===== config.mk =====
export PLATFORM = sky130hd
export DESIGN_NAME = event_encoder
export DESIGN_NICKNAME = d
export VERILOG_FILES = /design/src/rtl/event_encoder.sv
export SDC_FILE = /design/constraint.sdc
export NUM_CORES = 1
export LEC_CHECK = 0
export CAP_MARGIN = 10
export CORE_UTILIZATION = 49
export CTS_CLUSTER_SIZE = 12
export DETAILED_ROUTE_END_ITERATION = 8
export PLACE_DENSITY = 0.82
export SLEW_MARGIN = 10
export SYNTH_ARGS = -nofsm -noshare
export SYNTH_HDL_FRONTEND = slang
export SYNTH_SLANG_ARGS = --single-unit

===== constraint.sdc =====
create_clock -name aclk -period 3.8 [get_ports aclk]
set_input_delay 0.38 -clock aclk [delete_from_list [all_inputs] [get_ports aclk]]
set_output_delay 0.38 -clock aclk [all_outputs]
set_load 0.01 [all_outputs]

===== src/rtl/event_encoder.sv =====
// event_encoder: serialises a one-cycle event pulse vector into an AXI4-Stream of event codes.
// Define EVENT_ENCODER_TIMESTAMP_EN to put a 25-bit write-time cycle counter in tdata[31:7].
module event_encoder #(
    parameter int DATA_WIDTH      = 66,
    parameter int FIFO_ADDR_WIDTH = 4
) (
    input  logic                       aclk,
    input  logic                       areset,
    input  logic [DATA_WIDTH-1:0]      din,
    input  logic                       m_axis_tready,
    output logic [31:0]                m_axis_tdata,
    output logic                       m_axis_tvalid,
    output logic                       overflow,
    output logic [FIFO_ADDR_WIDTH:0]   fifo_count
);
    localparam int DEPTH = 2 ** FIFO_ADDR_WIDTH;
    logic [DATA_WIDTH-1:0]      pending, served;
    logic [6:0]                 sel;
    logic [31:0]                word;
    logic [31:0]                mem [DEPTH];
    logic [FIFO_ADDR_WIDTH-1:0] wr_ptr, rd_ptr;
    logic [FIFO_ADDR_WIDTH:0]   count;
    logic                       full, rd, wr;
    assign m_axis_tvalid = count != '0;
    assign full          = count == (FIFO_ADDR_WIDTH+1)'(DEPTH);
    assign rd            = m_axis_tvalid & m_axis_tready;
    assign wr            = |pending && (!full || rd);
    assign served        = wr ? DATA_WIDTH'(1) << sel : '0;
    assign m_axis_tdata  = m_axis_tvalid ? mem[rd_ptr] : '0;
    assign fifo_count    = count;
    // scanning downwards leaves the lowest set index in sel
    always_comb begin
        sel = '0;
        for (int i = DATA_WIDTH - 1; i >= 0; i--)
            if (pending[i]) sel = 7'(i);
    end
`ifdef EVENT_ENCODER_TIMESTAMP_EN
    logic [24:0] ts;
    always_ff @(posedge aclk)
        ts <= areset ? '0 : ts + 25'd1;
    assign word = {ts, sel};
`else
    assign word = {25'd0, sel};
`endif
    always_ff @(posedge aclk) begin
        if (areset) begin
            pending  <= '0;
            wr_ptr   <= '0;
            rd_ptr   <= '0;
            count    <= '0;
            overflow <= 1'b0;
        end else begin
            pending <= (pending & ~served) | din;
            if (|(din & pending & ~served)) overflow <= 1'b1;
            if (wr) wr_ptr <= wr_ptr + FIFO_ADDR_WIDTH'(1);
            if (rd) rd_ptr <= rd_ptr + FIFO_ADDR_WIDTH'(1);
            count <= count + (FIFO_ADDR_WIDTH+1)'(wr) - (FIFO_ADDR_WIDTH+1)'(rd);
        end
    end
    always_ff @(posedge aclk)
        if (wr) mem[wr_ptr] <= word;
endmodule


Word level (Yosys, flattened, before mapping)
Memories as Yosys holds them, arrays and structs flattened. A register that Yosys moved wholly into a read port is not among the register bits.
Cells that the tools add are included.
{"block": "classes", "n_reduce_logical": 6, "magnitude_cmp": 0, "mul": 0, "bitwise_logic": 6, "addsub": 4, "n_div": 0, "n_eq_ne": 1, "shift": 1, "muxes": 72}
{"cell": "2-to-1 mux 7 bit", "count": 66}
{"cell": "bitwise AND 66 bit", "count": 3}
{"cell": "OR reduction 66 bit", "count": 2}
{"cell": "2-to-1 mux 66 bit", "count": 1}
{"cell": "NOT 66 bit", "count": 1}
{"cell": "bitwise OR 66 bit", "count": 1}
{"cell": "<< shifter 1 x 7 -> 66 bit (first input constant)", "count": 1}
{"cell": "2-to-1 mux 32 bit", "count": 1}
{"cell": "adder 4 x 1 -> 4 bit (second input constant)", "count": 2}
{"cell": "2-to-1 mux 4 bit", "count": 2}
{"cell": "adder 5 x 1 -> 5 bit", "count": 1}
{"cell": "== test 5 bit (second input constant)", "count": 1}
{"cell": "nonzero test 5 bit", "count": 1}
{"cell": "subtractor 5 x 1 -> 5 bit", "count": 1}
{"cell": "2-to-1 mux 1 bit", "count": 2}
{"cell": "bitwise AND 1 bit", "count": 1}
{"cell": "logical AND 1 bit", "count": 1}
{"cell": "zero test 1 bit", "count": 1}
{"cell": "logical OR 1 bit", "count": 1}
{"block": "word_totals", "memories": 1, "elab_cells": 96, "in_bits": 69, "out_inout_bits": 39, "regBits": 80, "ramBits": 112, "rom_bits": 0, "latch_bits": 0}
{"memory": "mem", "depth": 16, "word_bits": 7, "read_ports": 1, "rd_ports_with_merged_regs": 1, "write_ports": 1, "line_no": "20", "rtl": "logic [31:0] mem [DEPTH];"}

Depth between registers and ports, before layout
{"block": "logic_depth", "depth_word": 71, "mapped_depth": 16, "ltp_nobuf": 16}

Worst setup path before layout
Ideal clock, no wire load.
{"block": "synth_path", "path_kind": "flip-flop to flip-flop", "from": "reg pending[2]", "to": "reg overflow", "t_required_ps": 3660, "setup_ps": 140, "path_stages_with_launch": 12, "path_buffers": 1, "path_slack_ps": 86, "period_less_slack_ps": 3714, "arrival_ps": 3574, "path_cell_list": "dfxtp_1 > buf_6 > nor4_1 > nand2_1 > nor3_1 > nand2_1 > a21oi_1 > a21oi_1 > nor4_1 > nand4_1 > nor4_1 > a41oi_1"}
{"block": "synth_via", "elab_chain_len": 8, "elab_cells_between_ends": 11, "classes_between": "shift: 1; mux: 4; bitwise: 3; reduce/logical: 3"}
{"item": "from (decl)", "line_no": "17", "rtl": "logic [DATA_WIDTH-1:0] pending, served;"}
{"item": "from (signal assigned)", "line_no": "53", "rtl": "pending <= (pending & ~served) | din;"}
{"item": "2-to-1 mux 7 bit (3 in a row)", "line_no": "35", "rtl": "if (pending[i]) sel = 7'(i);"}
{"item": "net sel[4]", "line_no": "18", "rtl": "logic [6:0] sel;"}
{"item": "<< shifter 1 x 7 -> 66 bit", "line_no": "28", "rtl": "assign served = wr ? DATA_WIDTH'(1) << sel : '0;"}
{"item": "2-to-1 mux 66 bit", "line_no": "28"}
{"item": "NOT 66 bit", "line_no": "54", "rtl": "if (|(din & pending & ~served)) overflow <= 1'b1;"}
{"item": "bitwise AND 66 bit", "line_no": "54"}
{"item": "OR reduction 66 bit", "line_no": "54"}
{"item": "to (signal assigned)", "line_no": "51", "rtl": "overflow <= 1'b0;"}
{"item": "to (signal assigned)", "line_no": "54"}
{"item": "to (decl)", "line_no": "13", "rtl": "output logic overflow,"}
The timed path passes the listed nets, and every way through them passes these cells.
A chain may end at the register's enable or synchronous reset.

Final worst setup path
{"block": "layout_path", "from": "reg pending[13]", "to": "reg overflow"}
{"block": "layout_via", "elab_chain_len": 19, "elab_cells_between_ends": 22, "classes_between": "shift: 1; mux: 15; bitwise: 3; reduce/logical: 3"}
{"item": "2-to-1 mux 7 bit (14 in a row)", "line_no": "35"}
{"item": "<< shifter 1 x 7 -> 66 bit", "line_no": "28"}
{"item": "2-to-1 mux 66 bit", "line_no": "28"}
{"item": "NOT 66 bit", "line_no": "54"}
{"item": "bitwise AND 66 bit (*)", "line_no": "54"}
{"item": "OR reduction 66 bit (*)", "line_no": "54"}
Mark *: on every way between the ends. The rest lies on a longest branch, timed or not.

==> flow_metrics.tcl <==
set metrics [dict create \
    status "finished clean" \
    synth.avg_cell_area_um2 10.6 \
    p_clk_share_pct 29.5 \
    synth-edff-count 112 \
    period_needed_ps 3740 \
    rows 50 \
    cts_buffers 17 \
    worst_setup_path_end_kind "flop" \
    antenna_found_initial 0 \
    cts-hold-fix-buffers 0 \
    drcViolationCount 0 \
    final_core_util_pct 64.4 \
    synth_top_area_share_pct 34.9 \
    slew_headroom_pct 19.5 \
    hold_path.class "in2reg" \
    htree_levels 4 \
    core_area_um2 19000 \
    grt_max_degree 45 \
    synthDistinctLibCells 80 \
    seqPwrFrac_pct 41.1 \
    clock-sinks 196 \
    min_to "pending[16]" \
    gp_congestion 1.08 \
    drtAntennaViolNets 0 \
    worst_pin_slew_ps 1200 \
    total_power_w 0.00630 \
    cap_viol_max_count 0 \
    async_reset_ff_share_pct 0 \
    grt_pass1_vias 8192 \
    yosysTopAreaCell "edfxtp_1" \
    cts_tree "yes" \
    synth.area.top_cells "edfxtp_1 35%, dfxtp_1 17%, mux4_2 8.2%, a21oi_1 4.9%, nor2_1 4.1%" \
    critical_path_class "reg2reg" \
    die_w_um 142 \
    drt_iter0_drc 1031 \
    globalRouteMet1Util_pct 39.8 \
    cellPowerDensity_nw_per_um2 516 \
    r2r-end "overflow" \
    drt_wl_total_um 32900 \
    grt_pass1_wl_um 48300 \
    io_pins 108 \
    power.switching_w 0.00202 \
    setup_tns_ps 0 \
    hpwl_um 25600 \
    initial_core_util_pct 50.8 \
    cts-root-buf "clkbuf_16" \
    drtPass1Iterations 6 \
    ys_seq_area_share_pct 52.4 \
    use_met3_pct 5.45 \
    syn_inst 910 \
    met2_usage_pct 57.3 \
    via_count 8352 \
    worst-r2r-cell-count 15 \
    start_kind "flop" \
    overflow 0 \
    nNetsFinal 1191 \
    r2r_slack_ps 60 \
    layout.cells.non_filler 1383 \
    max_freq_mhz 268 \
    clk_path_buf_depth 2 \
    ir_drop_mv 0.327 \
    die_area_um2 20200 \
    drive_above_1_share_pct 20.4 \
    grt_use_total_pct 33.5 \
    dp_cells 1351 \
    synth.cell_area_um2 9630 \
    vias_per_cell 6.04 \
    p_leak_nw 4.49 \
    final_max_slew_viol_count 0 \
    synth-warning-count 0 \
    die_y_um 142 \
    crit_arrival_ps 4020 \
    clk_latency_ps 440 \
    io_buffer_count 82 \
    synth_ff_type "edfxtp_1" \
    power.internal_w 0.00427 \
    crit_fanout 5 \
    layout_commonest_cell "buf_4" \
    area_growth_pct 26.8 \
    holdPathStages 3 \
    yosys_register_bits 196 \
    clock_skew_ps 13.6 \
    final_cell_mix "131 x buf_4, 112 x edfxtp_1, 105 x nor2_1" \
    crit_required_ps 4080 \
    grt-busiest-layer "met2" \
    min-delay-start "din[16]" \
    wl_per_cell_um 23.8 \
    path_clk_slew_ps 80 \
    pwr-share-comb_pct 29.4 \
    reg2reg_from "pending[13]" \
    p_sw_share_pct 32.1 \
    hold_violations 0 \
    antennaDiodeCount 0 \
    setup_viol 0 \
    fin_crit_sh_pct 98.3 \
]
[area by class of cell]
class / instances / area (um^2)
clock buffers: 18 / 429
well taps: 260 / 325
fillers: 1535 / 6750
flip-flops and latches: 196 / 5050
multi-input cells: 626 / 4210
clock inverters: 14 / 186
inverters: 56 / 210
repair buffers: 213 / 1800
[critical path: stages, from the launching register on]
cell and delay (ps):
dfxtp_1 380, nor4_1 440, buf_4 210, nand3_1 100
or3_1 420, nor3_2 250, buf_4 170, nor4b_4 190
buf_4 180, buf_4 120, nand3_1 140, a31oi_1 240
buf_4 150, o2111ai_1 110, nor4_2 320, a41oi_1 150
[power groups by stage]
stage	sequential [W]	combinational [W]	clock (W)
finish	0.00259	0.00185	0.00186
global route	0.00261	0.00198	0.00194
CTS	0.00259	0.00184	0.00186
detailed placement	0.00263	0.00182	0
global placement	0.00262	0.00178	0
floorplan	0.00260	0.00106	0
[worst max-delay path by stage]
stage,endpoint,startpoint,cells after the start
after floorplan,overflow,pending[2],11
after global placement,overflow,pending[40],13
after detailed placement,overflow,pending[40],13
after CTS,overflow,pending[52],11
after global routing,overflow,pending[40],13
final,overflow,pending[13],15
[kinds of logic (layout without fill, tap and decap cells)]
family	after synthesis	after routing	synth area share [%]
muxes	36	36	8.29
AOI/OAI and AO/OA	224	224	14.9
buffers and inverters	112	301	5.47
and+or+nand+nor	320	320	16.4
xor gates and xnor gates	9	9	0.818
other	1	25	0.0389
adders and majority gates	12	12	1.64
DFF	196	196	52.4
[cell usage after synthesis, types with 4 or more instances]
| cell | count |
|---|---|
| nand3_1 | 16 |
| o211ai_1 | 7 |
| nor4_1 | 20 |
| inv_1 | 55 |
| dfxtp_1 | 84 |
| or4_1 | 4 |
| nand4_1 | 9 |
| buf_1 | 4 |
| or3_1 | 9 |
| a31oi_1 | 13 |
| ha_1 | 11 |
| a21oi_1 | 94 |
| o311ai_0 | 5 |
| o21bai_1 | 4 |
| nor2b_1 | 15 |
| buf_4 | 26 |
| mux4_2 | 35 |
| and2_1 | 9 |
| nor2_1 | 105 |
| nor3_1 | 27 |
| o31ai_1 | 6 |
| nand2b_1 | 8 |
| nand2_1 | 71 |
| clkbuf_1 | 24 |
| o2111ai_1 | 5 |
| edfxtp_1 | 112 |
| o21ai_0 | 40 |
| and3_1 | 6 |
| xor2_1 | 6 |
| a22oi_1 | 4 |
[metrics by stage]
stage / setup slack, ps / instance area (um^2) / hold WS, ps
floorplan: 86.0 / 9720 / 479
global placement: -192 / 11500 / 504
detailed placement: -115 / 11500 / 518
CTS: 5.16 / 12200 / 504
global route: -0.0933 / 12200 / 534
finish: 64.3 / 12200 / 510
[per-layer routing]
metal	wire (um)	part of all wire (%)
met4	2130	6.5
met5	0	0
met2	16000	49
met1	12200	37
met3	2660	8.1
[registers in the layout, indices dropped and copies added, names as in the netlist, named ones only]
signal	cells
wr_ptr	4
mem	112
overflow	1
rd_ptr	4
pending	66
fifo_count	5
[repair_timing]
action / CTS / global route
setup endpoints to repair: 1 / 2
hold endpoints to repair: 0 / 0
pin swaps: 0 / 1
resized for setup: 2 / 12
setup buffers: 0 / 0
No activity file was read; power rests on OpenSTA's default activity.
==> RTL change: new RTL, config.mk and constraints unchanged <==
Build with the macro `EVENT_ENCODER_TIMESTAMP_EN` defined.
--- a/src/rtl/event_encoder.sv
+++ b/src/rtl/event_encoder.sv
@@ -1,5 +1,7 @@
 // event_encoder: serialises a one-cycle event pulse vector into an AXI4-Stream of event codes.
 // Define EVENT_ENCODER_TIMESTAMP_EN to put a 25-bit write-time cycle counter in tdata[31:7].
+`define EVENT_ENCODER_TIMESTAMP_EN
+
 module event_encoder #(
     parameter int DATA_WIDTH      = 66,
     parameter int FIFO_ADDR_WIDTH = 4
Formal check against the unedited RTL: not equivalent (Yosys sat finds a counterexample within 4 cycles, from zero or initial values and one cycle with areset high).
==> RTL change against the original RTL <==
- clock skew up 0.018 ns
- synthesized area rose to 2.6 times the old value
- non-clock buffer count grew 90
- final area grew to 2.5 times the old value
- sequential cell count rose by 425
- wire length is 120% higher
- worst setup slack improved by 0.056 ns
- synthesized cell count is 71% higher
- power grew to 3.0 times the old value
- sequential share of layout area rose by 15 points
- final cell count is 87% higher
==> RTL change: results (changes against the original RTL) <==
Routing:
- The ratio of routed vias to standard cells is 6.13 (+1.5%).
- The via count of the routed design is 15900 (+90%).
- The number of DRC violations after detailed-routing iteration 0 is 1749 (+70%).
- The routed wire length per instance came to 27.4 um (+15%).
- The first-pass detailed-route iteration total was 5 (-1).

STA:
- The transition time of the tightest slew-check pin is 1.04 ns (-0.160 ns).
- The setup clock skew after layout is 0.0315 ns (+0.0178 ns).
- The final worst-path cycle share is 96.8% (-1.5 points).

Placement:
- The global placement routability congestion is 0.985 (-8.4%).
- The setup slack after placement is 0.0390 ns (+0.154 ns).
- The number of cells in the design after placement is 2468 (+83%).
- The total half-perimeter wirelength after legalization and detailed placement came to 44600 um (+74%).
- The port buffer count is 107 (+30%).

Power:
- The maximum resistive drop on vdd is 0.585 mV (+79%).
- The static power due to leakage came to 10.4 nW (+130%).

Yosys:
- The fraction of registers with async set/reset is 0% (unchanged).
- The proportion of synthesized chip area in sequential cells was 68.9% (+16 points).
- Ranked by total cell area, the synthesized netlist is headed by edfxtp_1 60%, mux4_2 14%, dfxtp_1 8.6%.
- When the netlist entered floorplanning its net count stood at 1637.
- The number of warnings reported in the yosys synthesis log is 0 (unchanged).
- Counting instances in the post-synthesis netlist gives the leading cell types as 512 x edfxtp_1, 160 x mux4_2, 116 x nor2_1, 109 x dfxtp_1, 82 x a21oi_1.
- The number of synthesized flops with an enable pin is 512 (+360%).
- The count of cell types in the netlist is 74 (-7.5%).
- The mean instance size in the synthesized netlist is 16.4 sq um (+55%).

Final layout:
- The largest registers in the layout are mem: 512 flops, pending: 66 flops, ts: 25 flops.
- The number of flip-flops under the largest register name is 512 (+360%).
- The final layout net count is 1937 (+63%).
- The share of layout cells above drive strength 1 is 26.2% (+5.8 points).
- The fill cell instance count of the final layout is 3650 (+140%).

Critical path:
- The end point of the critical path is overflow$_SDFFE_PP0P_.
- The worst setup slack for register-to-register paths came to 0.12 ns (+0.06 ns).
- The beginning of the worst register-to-register path is pending[8]$_SDFF_PP0_.
- The number of cells on the worst reg-to-reg path is 11 (-4).
- The classification of the worst setup path is flop to flop.
- The arrival time of the worst setup path is 4.17 ns (+0.15 ns).
- The highest fanout seen on the critical path is 5 (unchanged).
- The most critical setup path has its startpoint at pending[8]$_SDFF_PP0_.

Clock tree:
- The clock network latency to the later pin of the worst-skew pair is 0.63 ns (+0.19 ns).
- The clock buffer count from CTS was 61 (+44).
- The root buffer cell chosen for the clock tree is clkbuf_16.
- The maximum buffer depth of the clock tree is 3 (+1).
- The clock slew at the register clock pins of the worst setup and hold paths is 0.06 ns (-0.02 ns).
- The number of levels in the clock H-tree is 2 (-2).

Min path:
- The path class of the lowest-slack min-delay path is primary input to flop.
- The launch instance of the worst min-delay path is areset.

Global routing:
- The overall fraction of global-route tracks in use is 26.9% (-6.6 points).
- The largest net degree at the start of global routing is 68 (+51%).
- The number of antenna violations at the first check in global routing came to 0 (unchanged).
- The wire length of the first global-routing pass is 103000 um (+110%).

Status:
- The run finished with clean final reports.
==> RTL change: cell types whose count changed in the layout (fill, tap and decap cells not counted), sizes merged, moves of 13 or more <==
cell           before  now
edfxtp            112  512
dfxtp              84  109
conb               25    0
clkbuf             18  104
inv                62   80
nor2b              15   37
nand2              72   59
o21ai              42   59
mux4               35  160
xor2                6   21
clkdlybuf4s50      81  106
o211ai              7   27
buf               132  197
==> RTL change: layout make-up <==
type,instances,share of cell area (%)
Sequential cell,621,56.8
Multi-Input combinational cell,793,24.9
Timing Repair Buffer,303,8.67
Clock buffer,104,5.56
Tap cell,680,2.75
Inverter,75,0.910
Clock inverter,10,0.453
==> RTL change: worst max-delay path, stage by stage, from the launching register on <==
cell       delay, ns
dfxtp_1         0.32
or4_4           0.61
nor4_4          0.42
nand2_2         0.14
or3_4           0.42
a211o_1         0.28
nor2_4          0.12
o21ai_2         0.06
a32o_1          0.26
or4_4           0.51
a2111oi_4       0.28
a41oi_1         0.14
==> RTL change: worst min-delay path by stage <==
stage	to	slack (ns)	depth (start not counted)
floorplan	flop	0.48	2
global placement	flop	0.51	2
detailed placement	pending[18]$_SDFF_PP0_	0.52	2
CTS	pending[61]$_SDFF_PP0_	0.30	3
global route	pending[61]$_SDFF_PP0_	0.32	3
finish	ts[18]$_SDFF_PP0_	0.32	2
==> RTL change: where the power goes <==
part	leakage [nW]	internal, mW	switching [mW]
clock network	0.885	3.15	2.55
registers	5.67	7.87	0.269
logic	3.82	2.43	2.31
total	10.4	13.4	5.13
==> RTL change: routing by layer <==
metal	global-route usage, %	share of wire, %
met5	0	0
met4	8.53	3.3
met3	5.25	8.7
met2	46.7	51
met1	33.9	37
==> RTL change: repair_timing <==
item | 4_1_cts | 5_1_grt
buffers inserted | 0 | 4
endpoints found under the setup margin | 0 | 2
hold buffers | 0 | 0
hold endpoints to repair | 0 | 0
gates resized for setup | 0 | 30
==> RTL change: logic make-up (layout without fill, tap and decap cells) <==
group | count (synthesis) | count (layout) | synth area share [%]
compound gates | 243 | 243 | 6.16
xor+xnor | 29 | 29 | 0.996
fa+ha+maj | 13 | 13 | 0.667
buf+inv | 141 | 492 | 2.14
flops | 621 | 621 | 68.9
mux | 163 | 163 | 14.3
simple gates | 345 | 345 | 6.92
==> RTL change: stage by stage <==
stage | power [mW] | instance area (sq um) | TNS [ns]
finish | 18.6 | 30900 | 0
global route | 19.2 | 30900 | -0.0799
detailed placement | 13.0 | 28900 | 0
global placement | 12.8 | 28900 | -0.00495
CTS | 18.7 | 30700 | 0
floorplan | 11.0 | 25500 | 0
